[src/rtl/dpram_wr_arbiter_if.sv]
// Write-side bundle between the ADC/CPU requesters and the DPRAM port-2 write arbiter.
// master = requester side (ADC stream, CPU/CSR), slave = the arbiter.
interface dpram_wr_arbiter_if #(
    parameter int AW         = 13,
    parameter int DW         = 32,
    parameter int FIFO_DEPTH = 4
);
    localparam int LW = $clog2(FIFO_DEPTH + 1);

    logic          adc_we_i;
    logic [AW-1:0] adc_addr_i;
    logic [DW-1:0] adc_data_i;
    logic          cpu_req_i;
    logic [AW-1:0] cpu_addr_i;
    logic [DW-1:0] cpu_data_i;
    logic          cpu_gnt_o;
    logic          ram_we_o;
    logic [AW-1:0] ram_addr_o;
    logic [DW-1:0] ram_data_o;
    logic          ovf_clr_i;
    logic          adc_ovf_o;
    logic [LW-1:0] fifo_level_o;

    modport master (
        output adc_we_i, adc_addr_i, adc_data_i,
        output cpu_req_i, cpu_addr_i, cpu_data_i,
        output ovf_clr_i,
        input  cpu_gnt_o, ram_we_o, ram_addr_o, ram_data_o,
        input  adc_ovf_o, fifo_level_o
    );

    modport slave (
        input  adc_we_i, adc_addr_i, adc_data_i,
        input  cpu_req_i, cpu_addr_i, cpu_data_i,
        input  ovf_clr_i,
        output cpu_gnt_o, ram_we_o, ram_addr_o, ram_data_o,
        output adc_ovf_o, fifo_level_o
    );
endinterface

[src/rtl/dpram_wr_arbiter.sv]
// DPRAM write-port arbiter: buffers the non-stallable ADC stream in a small FIFO and
// inserts CPU writes, forcing a CPU slot after STARVE_MAX denied cycles.
module dpram_wr_arbiter #(
    parameter int AW         = 13,
    parameter int DW         = 32,
    parameter int FIFO_DEPTH = 4,
    parameter int STARVE_MAX = 8
) (
    input  logic                   sys_clk,
    input  logic                   sys_rst_n,
    dpram_wr_arbiter_if.slave      bus
);
    localparam int PW = $clog2(FIFO_DEPTH);
    localparam int LW = $clog2(FIFO_DEPTH + 1);
    localparam int SW = $clog2(STARVE_MAX + 1);

    typedef enum logic [1:0] {
        G_NONE = 2'd0,
        G_ADC  = 2'd1,
        G_CPU  = 2'd2
    } gsel_t;

    logic [AW+DW-1:0] r_mem [FIFO_DEPTH];
    logic [PW-1:0]    r_wptr;
    logic [PW-1:0]    r_rptr;
    logic [LW-1:0]    r_level;
    logic [SW-1:0]    r_starve;
    gsel_t            r_state;
    logic             r_ovf;
    logic [AW-1:0]    r_addr;
    logic [DW-1:0]    r_data;

    gsel_t            w_sel;
    logic             w_empty;
    logic             w_full;
    logic             w_cpu_elig;
    logic             w_pop;
    logic             w_push;
    logic             w_drop;
    logic [AW+DW-1:0] w_head;

    assign w_empty    = (r_level == '0);
    assign w_full     = (r_level == LW'(FIFO_DEPTH));
    // The request is still held during the grant cycle; mask it so it is not written twice.
    assign w_cpu_elig = bus.cpu_req_i & (r_state != G_CPU);
    assign w_head     = r_mem[r_rptr];

    always_comb begin
        w_sel = G_NONE;
        if (w_cpu_elig && (r_starve == SW'(STARVE_MAX))) begin
            w_sel = G_CPU;
        end else if (!w_empty) begin
            w_sel = G_ADC;
        end else if (w_cpu_elig) begin
            w_sel = G_CPU;
        end
    end

    // A full FIFO still accepts a push when its head leaves in the same cycle.
    assign w_pop  = (w_sel == G_ADC);
    assign w_push = bus.adc_we_i & (~w_full | w_pop);
    assign w_drop = bus.adc_we_i & w_full & ~w_pop;

    always_ff @(posedge sys_clk) begin
        if (w_push) begin
            r_mem[r_wptr] <= {bus.adc_addr_i, bus.adc_data_i};
        end
    end

    always_ff @(posedge sys_clk or negedge sys_rst_n) begin
        if (!sys_rst_n) begin
            r_wptr   <= '0;
            r_rptr   <= '0;
            r_level  <= '0;
            r_starve <= '0;
            r_state  <= G_NONE;
            r_ovf    <= 1'b0;
            r_addr   <= '0;
            r_data   <= '0;
        end else begin
            if (w_push) begin
                r_wptr <= r_wptr + PW'(1);
            end
            if (w_pop) begin
                r_rptr <= r_rptr + PW'(1);
            end
            case ({w_push, w_pop})
                2'b10:   r_level <= r_level + LW'(1);
                2'b01:   r_level <= r_level - LW'(1);
                default: r_level <= r_level;
            endcase

            r_state <= w_sel;
            case (w_sel)
                G_ADC: begin
                    r_addr <= w_head[AW+DW-1:DW];
                    r_data <= w_head[DW-1:0];
                end
                G_CPU: begin
                    r_addr <= bus.cpu_addr_i;
                    r_data <= bus.cpu_data_i;
                end
                default: begin
                    r_addr <= r_addr;
                    r_data <= r_data;
                end
            endcase

            if (w_drop) begin
                r_ovf <= 1'b1;
            end else if (bus.ovf_clr_i) begin
                r_ovf <= 1'b0;
            end

            if ((w_sel == G_CPU) || !bus.cpu_req_i) begin
                r_starve <= '0;
            end else if (w_cpu_elig && w_pop && (r_starve != SW'(STARVE_MAX))) begin
                r_starve <= r_starve + SW'(1);
            end
        end
    end

    assign bus.ram_we_o     = (r_state != G_NONE);
    assign bus.cpu_gnt_o    = (r_state == G_CPU);
    assign bus.ram_addr_o   = r_addr;
    assign bus.ram_data_o   = r_data;
    assign bus.adc_ovf_o    = r_ovf;
    assign bus.fifo_level_o = r_level;
endmodule

[src/flat_wrapper.sv]
// flat-port wrapper written by rule: the top's interface ports become plain ports
module dpram_wr_arbiter_flat 
#(
    parameter int AW         = 13,
    parameter int DW         = 32,
    parameter int FIFO_DEPTH = 4,
    parameter int STARVE_MAX = 8
)
  (sys_clk, sys_rst_n, bus_adc_we_i, bus_adc_addr_i, bus_adc_data_i, bus_cpu_req_i, bus_cpu_addr_i, bus_cpu_data_i, bus_ovf_clr_i, bus_cpu_gnt_o, bus_ram_we_o, bus_ram_addr_o, bus_ram_data_o, bus_adc_ovf_o, bus_fifo_level_o);
  dpram_wr_arbiter_if #(.AW(AW), .DW(DW), .FIFO_DEPTH(FIFO_DEPTH)) bus_i ();
  input  logic sys_clk;
  input  logic sys_rst_n;
  input wire logic [$bits(bus_i.adc_we_i)-1:0] bus_adc_we_i;
  input wire logic [$bits(bus_i.adc_addr_i)-1:0] bus_adc_addr_i;
  input wire logic [$bits(bus_i.adc_data_i)-1:0] bus_adc_data_i;
  input wire logic [$bits(bus_i.cpu_req_i)-1:0] bus_cpu_req_i;
  input wire logic [$bits(bus_i.cpu_addr_i)-1:0] bus_cpu_addr_i;
  input wire logic [$bits(bus_i.cpu_data_i)-1:0] bus_cpu_data_i;
  input wire logic [$bits(bus_i.ovf_clr_i)-1:0] bus_ovf_clr_i;
  output wire logic [$bits(bus_i.cpu_gnt_o)-1:0] bus_cpu_gnt_o;
  output wire logic [$bits(bus_i.ram_we_o)-1:0] bus_ram_we_o;
  output wire logic [$bits(bus_i.ram_addr_o)-1:0] bus_ram_addr_o;
  output wire logic [$bits(bus_i.ram_data_o)-1:0] bus_ram_data_o;
  output wire logic [$bits(bus_i.adc_ovf_o)-1:0] bus_adc_ovf_o;
  output wire logic [$bits(bus_i.fifo_level_o)-1:0] bus_fifo_level_o;
  assign bus_i.adc_we_i = bus_adc_we_i;
  assign bus_i.adc_addr_i = bus_adc_addr_i;
  assign bus_i.adc_data_i = bus_adc_data_i;
  assign bus_i.cpu_req_i = bus_cpu_req_i;
  assign bus_i.cpu_addr_i = bus_cpu_addr_i;
  assign bus_i.cpu_data_i = bus_cpu_data_i;
  assign bus_i.ovf_clr_i = bus_ovf_clr_i;
  assign bus_cpu_gnt_o = bus_i.cpu_gnt_o;
  assign bus_ram_we_o = bus_i.ram_we_o;
  assign bus_ram_addr_o = bus_i.ram_addr_o;
  assign bus_ram_data_o = bus_i.ram_data_o;
  assign bus_adc_ovf_o = bus_i.adc_ovf_o;
  assign bus_fifo_level_o = bus_i.fifo_level_o;
  dpram_wr_arbiter #(.AW(AW), .DW(DW), .FIFO_DEPTH(FIFO_DEPTH), .STARVE_MAX(STARVE_MAX)) u_core (.sys_clk(sys_clk), .sys_rst_n(sys_rst_n), .bus(bus_i));
endmodule
[config.mk]
export PLATFORM = sky130hd
export DESIGN_NAME = dpram_wr_arbiter_flat
export DESIGN_NICKNAME = d
export VERILOG_FILES = /design/src/rtl/dpram_wr_arbiter_if.sv /design/src/rtl/dpram_wr_arbiter.sv /design/src/flat_wrapper.sv
export SDC_FILE = /design/constraint.sdc
export NUM_CORES = 1
export LEC_CHECK = 0
export BUFFER_PORTS_ARGS = -buffer_cell sky130_fd_sc_hd__buf_2
export CAP_MARGIN = 0
export CORE_ASPECT_RATIO = 0.5
export CORE_MARGIN = 2
export CORE_UTILIZATION = 48
export DETAILED_ROUTE_END_ITERATION = 6
export GPL_TIMING_DRIVEN = 0
export PLACE_DENSITY = 0.69
export SLEW_MARGIN = 10
export SYNTH_ARGS = -nofsm -noshare
export SYNTH_HDL_FRONTEND = slang
export SYNTH_SLANG_ARGS = --single-unit
[constraint.sdc]
create_clock -name sys_clk -period 3.8 [get_ports sys_clk]
set_clock_uncertainty 0.15 [all_clocks]
set_input_delay 0.38 -clock sys_clk [delete_from_list [all_inputs] [get_ports sys_clk]]
set_output_delay 0.38 -clock sys_clk [all_outputs]
set_load 0.02 [all_outputs]
# == Word level (Yosys, flattened, before mapping) ==
# Memory sizes are Yosys's and may differ from the RTL's.
# Index checks and enable logic that the tools add are counted.
# classes
n_addsub,5
shifts,0
muxes,12
order_cmp,0
reduce_logical,11
multipliers,0
div_mod_pow,0
n_eq_ne,9
bitwise,7
# ops
op,count
32-bit one-hot mux with 2 select lines,1
13-bit one-hot mux with 2 select lines,1
2-bit nonzero test,5
4-bit two-way mux,2
"2-bit equality test, second input constant",3
2-bit two-way mux,3
3-bit one-hot mux with 2 select lines,1
"2-bit by 1-bit adder with 2-bit output, second input constant",2
"4-bit by 1-bit adder with 4-bit output, second input constant",1
1-bit bitwise AND,4
"2-bit by 1-bit equality test with 1-bit output, second input constant",2
"4-bit equality test, second input constant",1
1-bit two-way mux,4
"4-bit inequality test, second input constant",1
"3-bit by 1-bit adder with 3-bit output, second input constant",1
"3-bit equality test, second input constant",1
1-bit logical AND,3
3-bit logical NOT,1
"3-bit by 1-bit subtractor with 3-bit output, second input constant",1
"2-bit inequality test, second input constant",1
1-bit NOT,2
1-bit logical NOT,1
1-bit logical OR,1
1-bit bitwise OR,1
# word_totals
inputBits,95
latch_bits,0
n_memories,1
rom_bits,0
word_cells,53
ram_bits,180
reg_bits,59
output_inout_bits,51
# memory_table
memory,words,word_bits,rd,rd_clocked_by_memory_dff,write_ports,line,source
u_core.r_mem,4,45,1,0,1,dpram_wr_arbiter.sv:23,logic [AW+DW-1:0] r_mem [FIFO_DEPTH];

# == Depth between registers and ports, before layout ==
# Gate-level depths: netlist of run 1.
# logic_depth
ltp_word,10
ltp_mapped,11
mapped_depth_nobuf,10

# == Worst setup path after synthesis of run 1 ==
# Ideal clock, no wire load.
# synth_timing
path_kind,register -> register
startpoint,register u_core.r_starve[0]
endpoint,memory u_core.r_mem[0][0] (netlist bit) (enable)
path_slack_ns,0.458
required_time_ns,3.243
setup_time_ns,0.407
stages_incl_launch_ff,10
t_arrival_ns,2.785
path_buffers,1
period_less_slack_ns,3.342
path_cell_list,dfrtp_1 inv_1 ha_1 and3b_1 a31oi_1 ha_1 buf_4 nor4b_4 nor2b_2 and2_1
# synth_via
elab_chain_cells,8
# synth_rtl
item,line,source
"start, declared",dpram_wr_arbiter.sv:27,logic [SW-1:0] r_starve;
"start signal, assigned",dpram_wr_arbiter.sv:118,r_starve <= r_starve + SW'(1);
4-bit equality test,dpram_wr_arbiter.sv:50,if (w_cpu_elig && (r_starve == SW'(STARVE_MAX))) begin
1-bit logical AND,dpram_wr_arbiter.sv:50,
2-bit two-way mux,dpram_wr_arbiter.sv:50,
via u_core.w_sel[0],dpram_wr_arbiter.sv:33,gsel_t w_sel;
2-bit by 1-bit equality test with 1-bit output,dpram_wr_arbiter.sv:60,assign w_pop = (w_sel == G_ADC);
1-bit bitwise OR,dpram_wr_arbiter.sv:61,assign w_push = bus.adc_we_i & (~w_full | w_pop);
1-bit bitwise AND,dpram_wr_arbiter.sv:61,
1-bit two-way mux,dpram_wr_arbiter.sv:65,if (w_push) begin
1-bit two-way mux (not written as such),dpram_wr_arbiter.sv:66,"r_mem[r_wptr] <= {bus.adc_addr_i, bus.adc_data_i};"
"end, declared",dpram_wr_arbiter.sv:23,
# The timed path passes the listed nets, and every way through them passes these cells.

# == Final worst setup path of run 1 ==
# layout_timing
startpoint,register u_core.r_starve[0]
endpoint,memory u_core.r_mem[1][34] (netlist bit) (enable)
# Same word-level chain as after synthesis.

==> results of run 1 <==
==> synthesized netlist by cell type, drive strengths merged (3+ instances only) <==
cell      n
a21oi     5
ha        8
inv      12
dfrtp    59
nand2b    4
edfxtp  180
mux2     46
nand4     3
xnor2     3
mux2i    91
nand2    48
o31ai     5
clkbuf    4
o221ai   45
and2      5
buf      27
==> cells in the final DEF (no fill, tap or decap), types with 2 or more instances in the layout <==
master / n
clkbuf_1: 6
buf_6: 13
buf_2: 155
or2_1: 2
nand4_1: 3
edfxtp_1: 180
xor2_1: 2
clkbuf_8: 2
xnor2_1: 3
dfrtp_1: 59
buf_4: 3
o21ai_1: 2
o221ai_1: 45
nand3b_1: 2
a21oi_1: 5
mux2_2: 45
clkinv_1: 4
clkinv_2: 4
ha_1: 8
nand2b_1: 3
clkinvlp_4: 2
inv_1: 11
nand2_1: 47
bufinv_16: 2
dlygate4sd3_1: 48
and2_4: 4
o31ai_1: 5
mux2i_1: 91
clkbuf_16: 23
==> cell families (layout without fill, tap and decap cells) <==
group	after synthesis	count (layout)	synth area share (%)
flops	239	239	71.7
mux	137	137	14.9
simple gates	71	71	3.73
compound gates	59	59	5.01
buf+inv	43	277	2.92
fa+ha+maj	9	9	1.25
xor+xnor	5	5	0.457
==> metrics by stage <==
stage	setup TNS, ns	hold slack, ns	utilization, %
finish	0	0.0542	61.1
global route	0	0.0491	61.1
floorplan	0	-0.0656	-
global placement	-113.61	0.324	54.6
detailed placement	0	0.176	54.8
CTS	0	0.0302	61.1
==> what timing repair did <==
action / 4_1_cts / 5_1_grt
hold endpoints to repair: 206 / 0
hold buffers: 48 / 0
resized for setup: 0 / 0
==> metal layers <==
layer,share of wire (%),vias to the layer above
met3,4.2,29
met1,45,2758
met5,0,-
li1,-,2617
met2,49,117
met4,1.8,0
==> worst max path at each step <==
stage	from	slack (ns)	endpoint	depth (start not counted)
floorplan	u_core.r_starve[0]	0.46	u_core.r_mem[0][0]	9
global placement	u_core.r_starve[0]	-0.65	u_core.r_mem[0][39]	9
detailed placement	u_core.r_starve[0]	0.60	u_core.r_mem[1][1]	9
CTS	u_core.r_starve[0]	0.58	u_core.r_mem[1][3]	9
global route	u_core.r_starve[0]	0.43	u_core.r_mem[0][0]	9
finish	u_core.r_starve[0]	0.60	u_core.r_mem[1][34]	9
==> where the power goes <==
| part | leakage, nW | internal, mW | switching, mW | total (mW) |
|---|---|---|---|---|
| clock network | 0.358 | 1.28 | 0.936 | 2.22 |
| logic | 2.00 | 1.46 | 1.87 | 3.32 |
| registers | 2.36 | 3.57 | 0.235 | 3.80 |
==> sequential cells by signal, indices dropped and copies added, names as in the netlist <==
register and cells:
u_core.r_wptr 2, u_core.bus.ram_data_o 32, u_core.bus.adc_ovf_o 1, u_core.r_mem 180
u_core.r_starve 4, u_core.bus.ram_addr_o 13, u_core.r_state 2, u_core.bus.fifo_level_o 3
u_core.r_rptr 2
==> final cells by class <==
type | instances | area [um^2] | area share (%)
repair buffers | 194 | 1240 | 10.4
inverters | 12 | 45.0 | 0.378
clock inverters | 13 | 126 | 1.06
clock buffers | 27 | 611 | 5.13
plain buffers | 31 | 235 | 1.98
multi-input cells | 281 | 2440 | 20.5
flip-flops and latches | 239 | 6880 | 57.8
well taps | 266 | 333 | 2.79
==> results summary, run 1 <==
The run finished with clean final reports. The number of global-route vias before repair is 5803. The instance count of the mapped netlist is 563. The via count came out at 5521. The number of cells after detailed placement is 975. The number of enable-type register cells in the synthesized netlist is 180. The post-synthesis to final-layout area growth is 24.1%. The final total power is 9.34 mW.

The die height is 104 um. Averaged over all synthesized cells, the footprint is 17.0 um^2. The horizontal die dimension is 204 um.

met2 is the most crowded layer. After legalization and detailed placement, the total HPWL measured 12200 um. The reg-to-reg critical path endpoint is u_core.r_mem[1][34].

The setup-violating endpoint count in the final report is 0. Global routing used 3.29% of the available met3 tracks. STA puts the critical path data required time at roughly 3.8 ns. The number of H-tree levels is 1.

The critical path goes through inv_1, ha_1, and3b_1, a31oi_1, ha_1, buf_4, nor4b_4, nor2b_2, and2_4. Counting every net in the synthesized netlist gives 667. The reported max-cap violation count came out at 0.

The share of flip-flops with an asynchronous set or reset came out at 24.7%. The setup slack of the critical path after layout came out at ~0.6 ns. The pin count of the biggest net entering global routing came out at 46.

After the first detailed-routing iteration, the DRC count stood at 259. The maximum clock path buffer count came out at 3. The number of diodes is 0. The detail-routed net length per standard cell came out at about 19 um. Along the worst path, the maximum fanout reaches 45.

The number of synthesized register bits is 239. Setup slack on the worst reg-to-reg path comes out at about 0.60 ns. The later pin in the worst-skew pair is clocked with a latency of 0.50 ns.

The delay contributed by the slowest stage of the critical path came out at about 0.70 ns. The worst hold path begins at bus_cpu_req_i. The post-synth design cell area came out at 9590 um^2. Among the stages of the critical path, the cell type that occurs most often is ha_1. Global routing used 19.0% of the available tracks across all layers. Before CTS, the worst setup slack after placement is 0.605 ns. The slowest stage of the critical path is the and2_4 cell. The area of the placeable core is 19500 um^2. For this run, the number of standard cells in the final layout without fillers is 1063. For this configuration, the core starts out at a cell density of 49.2%. Global routing used 32.7% of the available met2 tracks. The worst hold path passes through 2 cells. Before antenna repair, the detailed router went through 4 iterations. The maximum frequency from static timing analysis is 313 MHz.

The initial antenna violation count came out at 0. The synthesized netlist contains 37 unique library cells. The detail-routed via count per cell came out at 5.19. The number of warnings issued by yosys is 0.

The startpoint of the worst-slack reg-to-reg timing path is u_core.r_starve[0]. Setup repair after global routing left no endpoint under its margin. The die outline area is approximately 21000 um^2. Clock tree synthesis selected as its root buffer the cell clkbuf_16. The number of sinks handled by clock tree synthesis is ~240. The post-route cell area is 11900 um^2. The fill cell total of the finished layout came out at 1440. After synthesis, the largest area contributor takes up a little under three fifths of total cell area. The kind of capture point of the worst setup path is a register.

The buffers plus inverters on the worst setup path came out at 2. Headroom to the max-slew limit came out at 50.4%. The standard-cell row count is 36. For this block, the routed nets add up to 19900 um of wire. The register area share after synthesis is 71.7%.

The number of top-level pins came out at 146. At the pin with the least slew margin, the transition time is 0.744 ns. The worst register-to-register path has a depth of 9. The CTS buffer count is 22. Summed over all instances, the cell type with the most area after synthesis is edfxtp_1. The wire length of the first global-routing pass is 31100 um. The final net count is approximately 900. The maximum VDD drop is 0.000379 V. The power per unit of standard cell area came out at 785 nW/um^2. The final number of max-transition violations came out at 0.

The remaining design rule violation count is 0. The post-route netlist has between 30% and 40% of its cells at a drive strength greater than 1. After synthesis, the cell types taking the most area are edfxtp_1 56%, dfrtp_1 15%, mux2i_1 9.5%. The arrival time of the worst setup path came out at 3.18 ns. After clock tree synthesis, the clock-pin slew on the worst setup and hold paths is 0.07 ns. The post-CTS setup-driven buffer insertion count is 0.

The startpoint-to-endpoint class of the critical path is register to register. The kind of cell with the highest combined delay along the critical path is simple AND/OR/NAND/NOR gates. The shortest period the worst path allows is 3.20 ns. The total overflow reported by the global router is 0. For this run, the leading register cell type out of synthesis is edfxtp_1. The number of port buffers came out at 145. The analysis attributes to cell leakage a power of 4.72 nW. Routability-driven placement finished with a final weighted congestion of 0.711. The final count of hold timing violations is 0. The kind of start point of the critical path is a register.

For met1 alone, demand over resource in global routing was about 26%. The min-delay analysis places its worst path in the category primary input to register. TritonCTS built the clock tree.

The number of nets with antenna violations after detailed routing came out at 0. The period utilization is between 80% and 90%. The post-place instance area is between 10000 and 15000 um^2.

The capture endpoint of the worst hold path is u_core.r_state[0].
No activity file was read; power rests on OpenSTA's default activity.
==> run 2, diff against run 1 <==
clock period = 3.1 ns   (was 3.8 ns; I/O delays follow)
==> run 2 against run 1 <==
  * Cell count rose by 0.19%
  * Clock-buffer cell count rose by 7
  * Register-to-register slack got worse by 0.45 ns
  * Via count rose by 1.4%
  * Utilization fell by 0.34 points
  * Sequential share of layout area rose by 0.32 points
  * Sequential power rose by 22%
  * Critical path type unchanged
  * Hold slack got worse by 0.038 ns
  * Sequential cell count did not move
  * Clock power rose by 8%
  * Routed wire length rose by 6.3%
==> results summary, run 2 (synthesis gave the netlist of run 1 again) <==
For this block, the via count after detailed routing is 5601. The kind of start point of the critical path is a register. The first detailed-routing pass ran for 5 iterations. Before CTS, the worst setup slack after placement is -0.110 ns. The standard-cell row count is 36. After global routing the overflow that remains totals 0. Leaving out fill and tap cells, the most frequent cells in the layout are 180 x edfxtp_1, 155 x buf_2, 91 x mux2i_1. Grouping stages by cell kind, the critical path spends the most delay in simple AND/OR/NAND/NOR gates. Leaving out fill and tap cells, the most frequent cell in the layout is edfxtp_1. The final instance count without filler cells is 1065. The share of final-layout standard cells stronger than drive strength 1 is 32.4%.

The standard cell with the maximum stage delay on the critical path is and2_4. In this run the number of H-tree levels came out at 1. The met3 wire length is 1120 um. The maximum clock path buffer count came out at 3. The horizontal die dimension came out at 204 um.

Of the available clock period, the critical path in the final layout requires 95.0%. The initial antenna violation count came out at 0. VDD sags by at most about 0.00055 V. The required time at the endpoint of the critical path is 3.08 ns. The register with the most flip-flops in the layout has 180 of them.

The reported leakage power came out at about 4.7 nW. The sum of net half-perimeters after detailed placement came out at 12200 um. In this run the tool buffered the top-level ports with approximately 150 buffer cells. The setup-violating endpoint count in the final report came out at 0.

Signal routing reaches up to met4. The buffers plus inverters on the worst setup path is 2. The met1 wire length came out at 9580 um. The detailed router's first-iteration violation count came out at between 300 and 400. The delay contributed by the slowest stage of the critical path is 0.50 ns. The final net count came out at 889. The worst-skew pair later-pin latency came out at 0.49 ns. Across all setup checks in the final design, the least slack found is 0.155 ns. The number of cells after detailed placement came out at ~980. The critical path is of the register to register type. The die height came out at between 100 and 150 um. The tightest hold path in the finished design has a slack of 0.0162 ns. The area of the placeable core came out at between 15000 and 20000 um^2. The register name with the most flops is u_core.r_mem. The number of nets with antenna violations after detailed routing came out at 0. For this configuration, the core starts out at a cell density of 49.2%.

The wire length of the first global-routing pass came out at 32500 um. After detailed placement, the total cell area comes to between 10000 and 15000 um^2. The met2 wire length is 10300 um. The root buffer cell chosen for the clock tree is clkbuf_16. The number of global-route vias before repair was 5811. The detail-routed via count per cell came out at between 5 and 6. The run finished with clean final reports.

From synthesis to final layout, the design area changed by 23.5%. The normalized max-slew margin came out at 58.8%. Wires add up to 21100 um. The post-route cell area came out at 11800 um^2. The fill cell total of the finished layout is 1485.

The clock transition at the registers of the reported paths came out at approximately 0.07 ns. The number of diodes is 0. The final number of max-transition violations was 0.

The most common cell type on the critical path is ha_1. The overall fraction of global-route tracks in use came out at 20.1%. The tool flagged a number of max-cap violations equal to 0. Setup repair after global routing could not meet its margin everywhere. TritonCTS built the clock tree.

Entering global routing, the biggest net connects between 50 and 60 pins. The remaining design rule violation count came out at 0. Routability-driven placement finished with a final weighted congestion of 0.715. The die outline area came out at around 21000 um^2.

Along the worst path, the maximum fanout reaches 23. The CTS buffer count is 21. The final count of hold timing violations is 0. The maximum frequency from static timing analysis came out at 340 MHz. The worst path in the final design needs a cycle of 2.95 ns, including I/O delays and setup. The setup TNS is 0 ns. The number of sinks handled by clock tree synthesis is 239. Pin placement for this block handled between 100 and 150 I/O pins.

The detail-routed net length per standard cell came out at roughly 20 um. The kind of capture point of the worst setup path is a register. The post-CTS setup-driven buffer insertion count is 0.

At the pin with the least slew margin, the transition time is 0.618 ns. Data arrives at the worst endpoint at 2.93 ns. Traced cell by cell, the critical path runs through inv_1, ha_1, and3b_1, a31oi_2, ha_1, buf_4, nor4b_4, nor2b_4, and2_4.

The path class of the tightest hold or removal check is primary input to register. The power per unit of standard cell area came out at 952 nW/um^2.
-- run 2: changes by cell type in the layout (fill, tap and decap cells not counted), moves of 2 or more --
cell,change
clkbuf_16,-2
bufinv_16,-2
clkbuf_1,+8
and2_4,+4
clkinvlp_4,-2
clkinv_1,-4
-- run 2: power breakdown --
group	switching (mW)	internal, mW	leakage, nW	total [mW]
Combinational	2.38	1.83	2.03	4.21
Clock	1.09	1.31	0.298	2.40
Sequential	0.291	4.36	2.36	4.65
Total	3.77	7.50	4.70	11.3
-- run 2: layout make-up --
type,instances,area [um^2],share of cell area [%]
clock inverters,3,15.0,0.127
plain buffers,30,233,1.97
clock buffers,34,594,5.02
repair buffers,195,1250,10.5
multi-input cells,286,2490,21.1
flip-flops and latches,239,6880,58.1
inverters,12,45.0,0.380
well taps,266,333,2.81
-- run 2: worst reg2reg max path: stages, from the launching register on --
cell	delay, ns
dfrtp_1	0.40
inv_1	0.07
ha_1	0.22
and3b_1	0.25
a31oi_2	0.25
ha_1	0.17
buf_4	0.17
nor4b_4	0.08
nor2b_4	0.32
and2_4	0.50
-- run 2: per-layer routing --
layer,GRT usage (%),up-vias
li1,-,2628
met1,28.0,2821
met2,33.7,138
met3,3.63,14
met4,3.55,0
met5,0,-
-- run 2: final timing paths --
| check | start | endpoint | cells past startpoint | slack (ns) |
|---|---|---|---|---|
| max in group asynchronous | sys_rst_n | u_core.bus.ram_data_o[15] | 3 | 2.20 |
| setup reg to reg | u_core.r_starve[0] | u_core.r_mem[2][12] | 9 | 0.15 |
| hold / removal | bus_cpu_data_i[31] | u_core.bus.ram_data_o[31] | 4 | 0.02 |
| setup / recovery | u_core.r_starve[0] | u_core.r_mem[2][12] | 9 | 0.15 |
| min in group asynchronous | sys_rst_n | u_core.bus.ram_data_o[31] | 2 | 0.05 |
| hold reg to reg | u_core.r_rptr[1] | u_core.r_rptr[1] | 1 | 0.34 |
-- run 2: what timing repair did --
| item | CTS | global route |
|---|---|---|
| resized for setup | 5 | 3 |
| endpoints found under the hold margin | 241 | 0 |
| cloned | 5 | 0 |
| hold buffers | 49 | 0 |
| setup endpoints to repair | 220 | 136 |
| pin swaps | 4 | 2 |
-- run 2: through the flow --
step / util, % / power, mW
global placement: 54.6 / 8.73
detailed placement: 54.8 / 8.84
CTS: 60.7 / 11.4
floorplan: - / 7.58
global route: 60.7 / 11.8
finish: 60.7 / 11.3
==> run 3, diff against run 2 <==
BUFFER_PORTS_ARGS = unset   (was -buffer_cell sky130_fd_sc_hd__buf_2)
DONT_BUFFER_PORTS = 1   (was unset)
PLACE_DENSITY = 0.63   (was 0.69)
==> run 3 against run 2 <==
  * Utilization shrank 0.88 points
  * Cell count shrank 9.7%
  * Clock power grew 15%
  * Clock-buffer cell count shrank 4
  * Die area is the same
  * Sequential power grew 11%
  * Sequential cell count is the same
  * Critical path type unchanged
  * Largest power group unchanged
==> results summary, run 3 (synthesis gave the netlist of run 1 again) <==
The effective utilization at floorplan came out at 49.2%. Routability-driven placement finished with a final weighted congestion of ~0.76. The actual slew at the worst max-slew pin is ~0.77 ns. The library cell used most frequently in the layout, excluding fill and tap cells, is edfxtp_1. Measured in cells, the most critical reg-to-reg path has a length of 9. The worst setup path is launched from a register.

Summing all placed instances gives a cell area of 9940 um^2. The detail-routed net length per standard cell is between 20 and 25 um. Setup repair after global routing could not meet its margin everywhere. Counting the buffers created by CTS gives 21. Of all nets on the critical path, the largest fanout is 45.

The setup TNS came out at 0 ns. The post-route cell area came out at 11700 um^2. The clock tree from TritonCTS is done.

In this run the static leakage power is 4.35 nW. The launch point of the critical path is u_core.r_starve[0]. The switching part of the total power is 33.0%.

The initial antenna violation count is 0. Summing internal, switching and leakage power gives 11.3 mW. In this run the number of H-tree levels came out at 1. The cell at the root of the clock tree is clkbuf_16. The register with the most flip-flops in the layout has 180 of them. The overall fraction of global-route tracks in use is 20.2%. In this run the post-CTS setup repair buffer count came out at 0. The total overflow reported by the global router came out at 0. Entering global routing, the biggest net connects 60 pins. The reg-to-reg critical path endpoint is u_core.r_mem[0][23]. The arrival time of the worst setup path came out at approximately 3.0 ns. The first global-routing pass estimated 32500 um of wire. The routed design has 21000 um of wire.

The utilization after layout came out at 59.8%. The flow ran to the end, and the final reports show no timing, DRC or antenna violations. The maximum VDD drop came out at 0.000473 V.

The horizontal die dimension is approximately 200 um. The number of global-route vias before repair came out at 5633. The delay contributed by the slowest stage of the critical path came out at 0.69 ns. The die covers between 20000 and 25000 um^2. The most numerous cell type found on the critical path is ha_1. The number of nets with antenna violations after detailed routing came out at 0. The required time at the endpoint of the critical path is between 3 and 4 ns. The standard-cell row count came out at 36. The number of search-and-repair iterations in the first detailed-routing pass is 4.

The worst-skew pair later-pin latency came out at 0.51 ns. The filler cells instantiated in the layout total 1489. The share of final-layout standard cells stronger than drive strength 1 came out at 17.2%. The clock transition at the registers of the reported paths came out at 0.07 ns. The die height is between 100 and 150 um. The detailed router's first-iteration violation count is 192. Once placement completed, the tool counted placed cells totaling 829.

The signal on the critical path passes through inv_1, ha_1, and3b_2, o211ai_1, ha_1, buf_6, nor4b_4, nor2b_4, and2_4. The shortest period the worst path allows is 3.02 ns. The power share of the sequential group is around 46%. The number of sinks handled by clock tree synthesis is 239. STA classifies the critical path endpoint as a register. The remaining design rule violation count came out at 0.

The fraction of power consumed by combinational cells came out at 30.1%. The worst hold path begins at bus_adc_we_i. Among all stages on the critical path, the largest delay is contributed by and2_4. The register name with the most flops is u_core.r_mem. Static timing analysis puts the maximum clock frequency at roughly 330 MHz. The critical path is of the register to register type.

After the flow finishes, the layout carries non-filler instances totaling slightly below 1k. The detail-routed via count per cell is 5.50. The final number of max-transition violations is 0. The power per unit of standard cell area came out at 969 nW/um^2.

In this run the worst hold path is classified as primary input to register. Port buffering added 0 buffers. The design internal power is between 7 and 8 mW. From synthesis to final layout, the design area changed by 21.7%. The final hold slack came out at 0.0631 ns. The final critical path takes up 97.4% of the cycle.

Setup violations remaining at the end of the flow were counted as 0. The critical path ends at u_core.r_mem[0][23]. The via count is 5295.

The number of diodes is 0. The startpoint of the worst-slack reg-to-reg timing path is u_core.r_starve[0]. The register-to-register setup slack is roughly 0.079 ns. The final net count came out at 785. The post-placement worst setup slack came out at -0.106 ns.

The area of the placeable core came out at 19500 um^2. For this design the total switching power over the nets is 3.73 mW. The number of top-level pins is 146. The maximum clock path buffer count came out at 3. Headroom to the max-slew limit came out at between 40% and 50%. In the layout the commonest cells are 180 x edfxtp_1, 95 x dlygate4sd3_1, 91 x mux2i_1. The setup slack of the critical path after layout came out at 0.0792 ns. The clock network accounts for 24.4% of the total power.

The reported max-cap violation count is 0. The HPWL after detailed placement is 12000 um. The final count of hold timing violations came out at 0.
run 3: changes by cell type in the layout (fill, tap and decap cells not counted), sizes merged:
| cell | change |
|---|---|
| clkbuf | -4 |
| dlygate4sd3 | +46 |
| inv | +1 |
| clkinvlp | +1 |
| buf | -145 |
| and2 | -5 |
| bufinv | +3 |
run 3: layout make-up:
class | count | area, um^2 | area share [%]
sequential | 239 | 6880 | 59.0
inverter | 12 | 45.0 | 0.386
clock buffer | 30 | 609 | 5.22
tap | 266 | 333 | 2.85
timing repair buffer | 96 | 978 | 8.38
clock inverter | 8 | 121 | 1.04
multi-input combinational | 281 | 2460 | 21.1
buffer | 30 | 238 | 2.04
run 3: worst min path at each step:
stage                                            end  slack (ns)  depth (start not counted)
final                     u_core.bus.fifo_level_o[1]        0.06                          3
after global routing      u_core.bus.fifo_level_o[0]        0.08                          3
after CTS                 u_core.bus.fifo_level_o[1]        0.04                          3
after detailed placement    u_core.bus.ram_data_o[5]       -0.13                          0
after global placement      u_core.bus.ram_data_o[5]       -0.13                          0
after floorplan                 u_core.bus.adc_ovf_o       -0.14                          0
run 3: per-layer routing:
layer  share of wire (%)  wire (um)  GRT usage, %  vias to the layer above
met5                   0          0             0                        -
met3                 5.7       1200          4.29                       25
met2                  48      10100          33.6                      141
li1                    -          -             -                     2417
met1                  44       9330          27.4                     2712
met4                 1.6        340          4.22                        0
run 3: power by group through the flow:
stage                     sequential, mW  clock, mW  combinational, mW
after CTS                           5.16       2.82               3.42
after floorplan                     5.09          0               2.49
final                               5.15       2.76               3.40
after global placement              5.21          0               3.19
after detailed placement            5.22          0               3.26
after global routing                5.23       2.95               3.72
run 3: critical path, delay by kind of cell, from the launching register on:
kind                     cells  cell delay [ns]
flip-flops                   1             0.40
AO/OA/AOI/OAI                1             0.21
adder cells (fa/ha/maj)      2             0.42
AND/OR/NAND/NOR              4             1.24
buffers and inverters        2             0.21
run 3: repair_timing:
item | 4_1_cts | 5_1_grt
hold endpoints to repair | 294 | 0
pin swaps | 2 | 2
gates resized for setup | 1 | 9
hold buffers | 96 | 0
setup endpoints to repair | 220 | 220
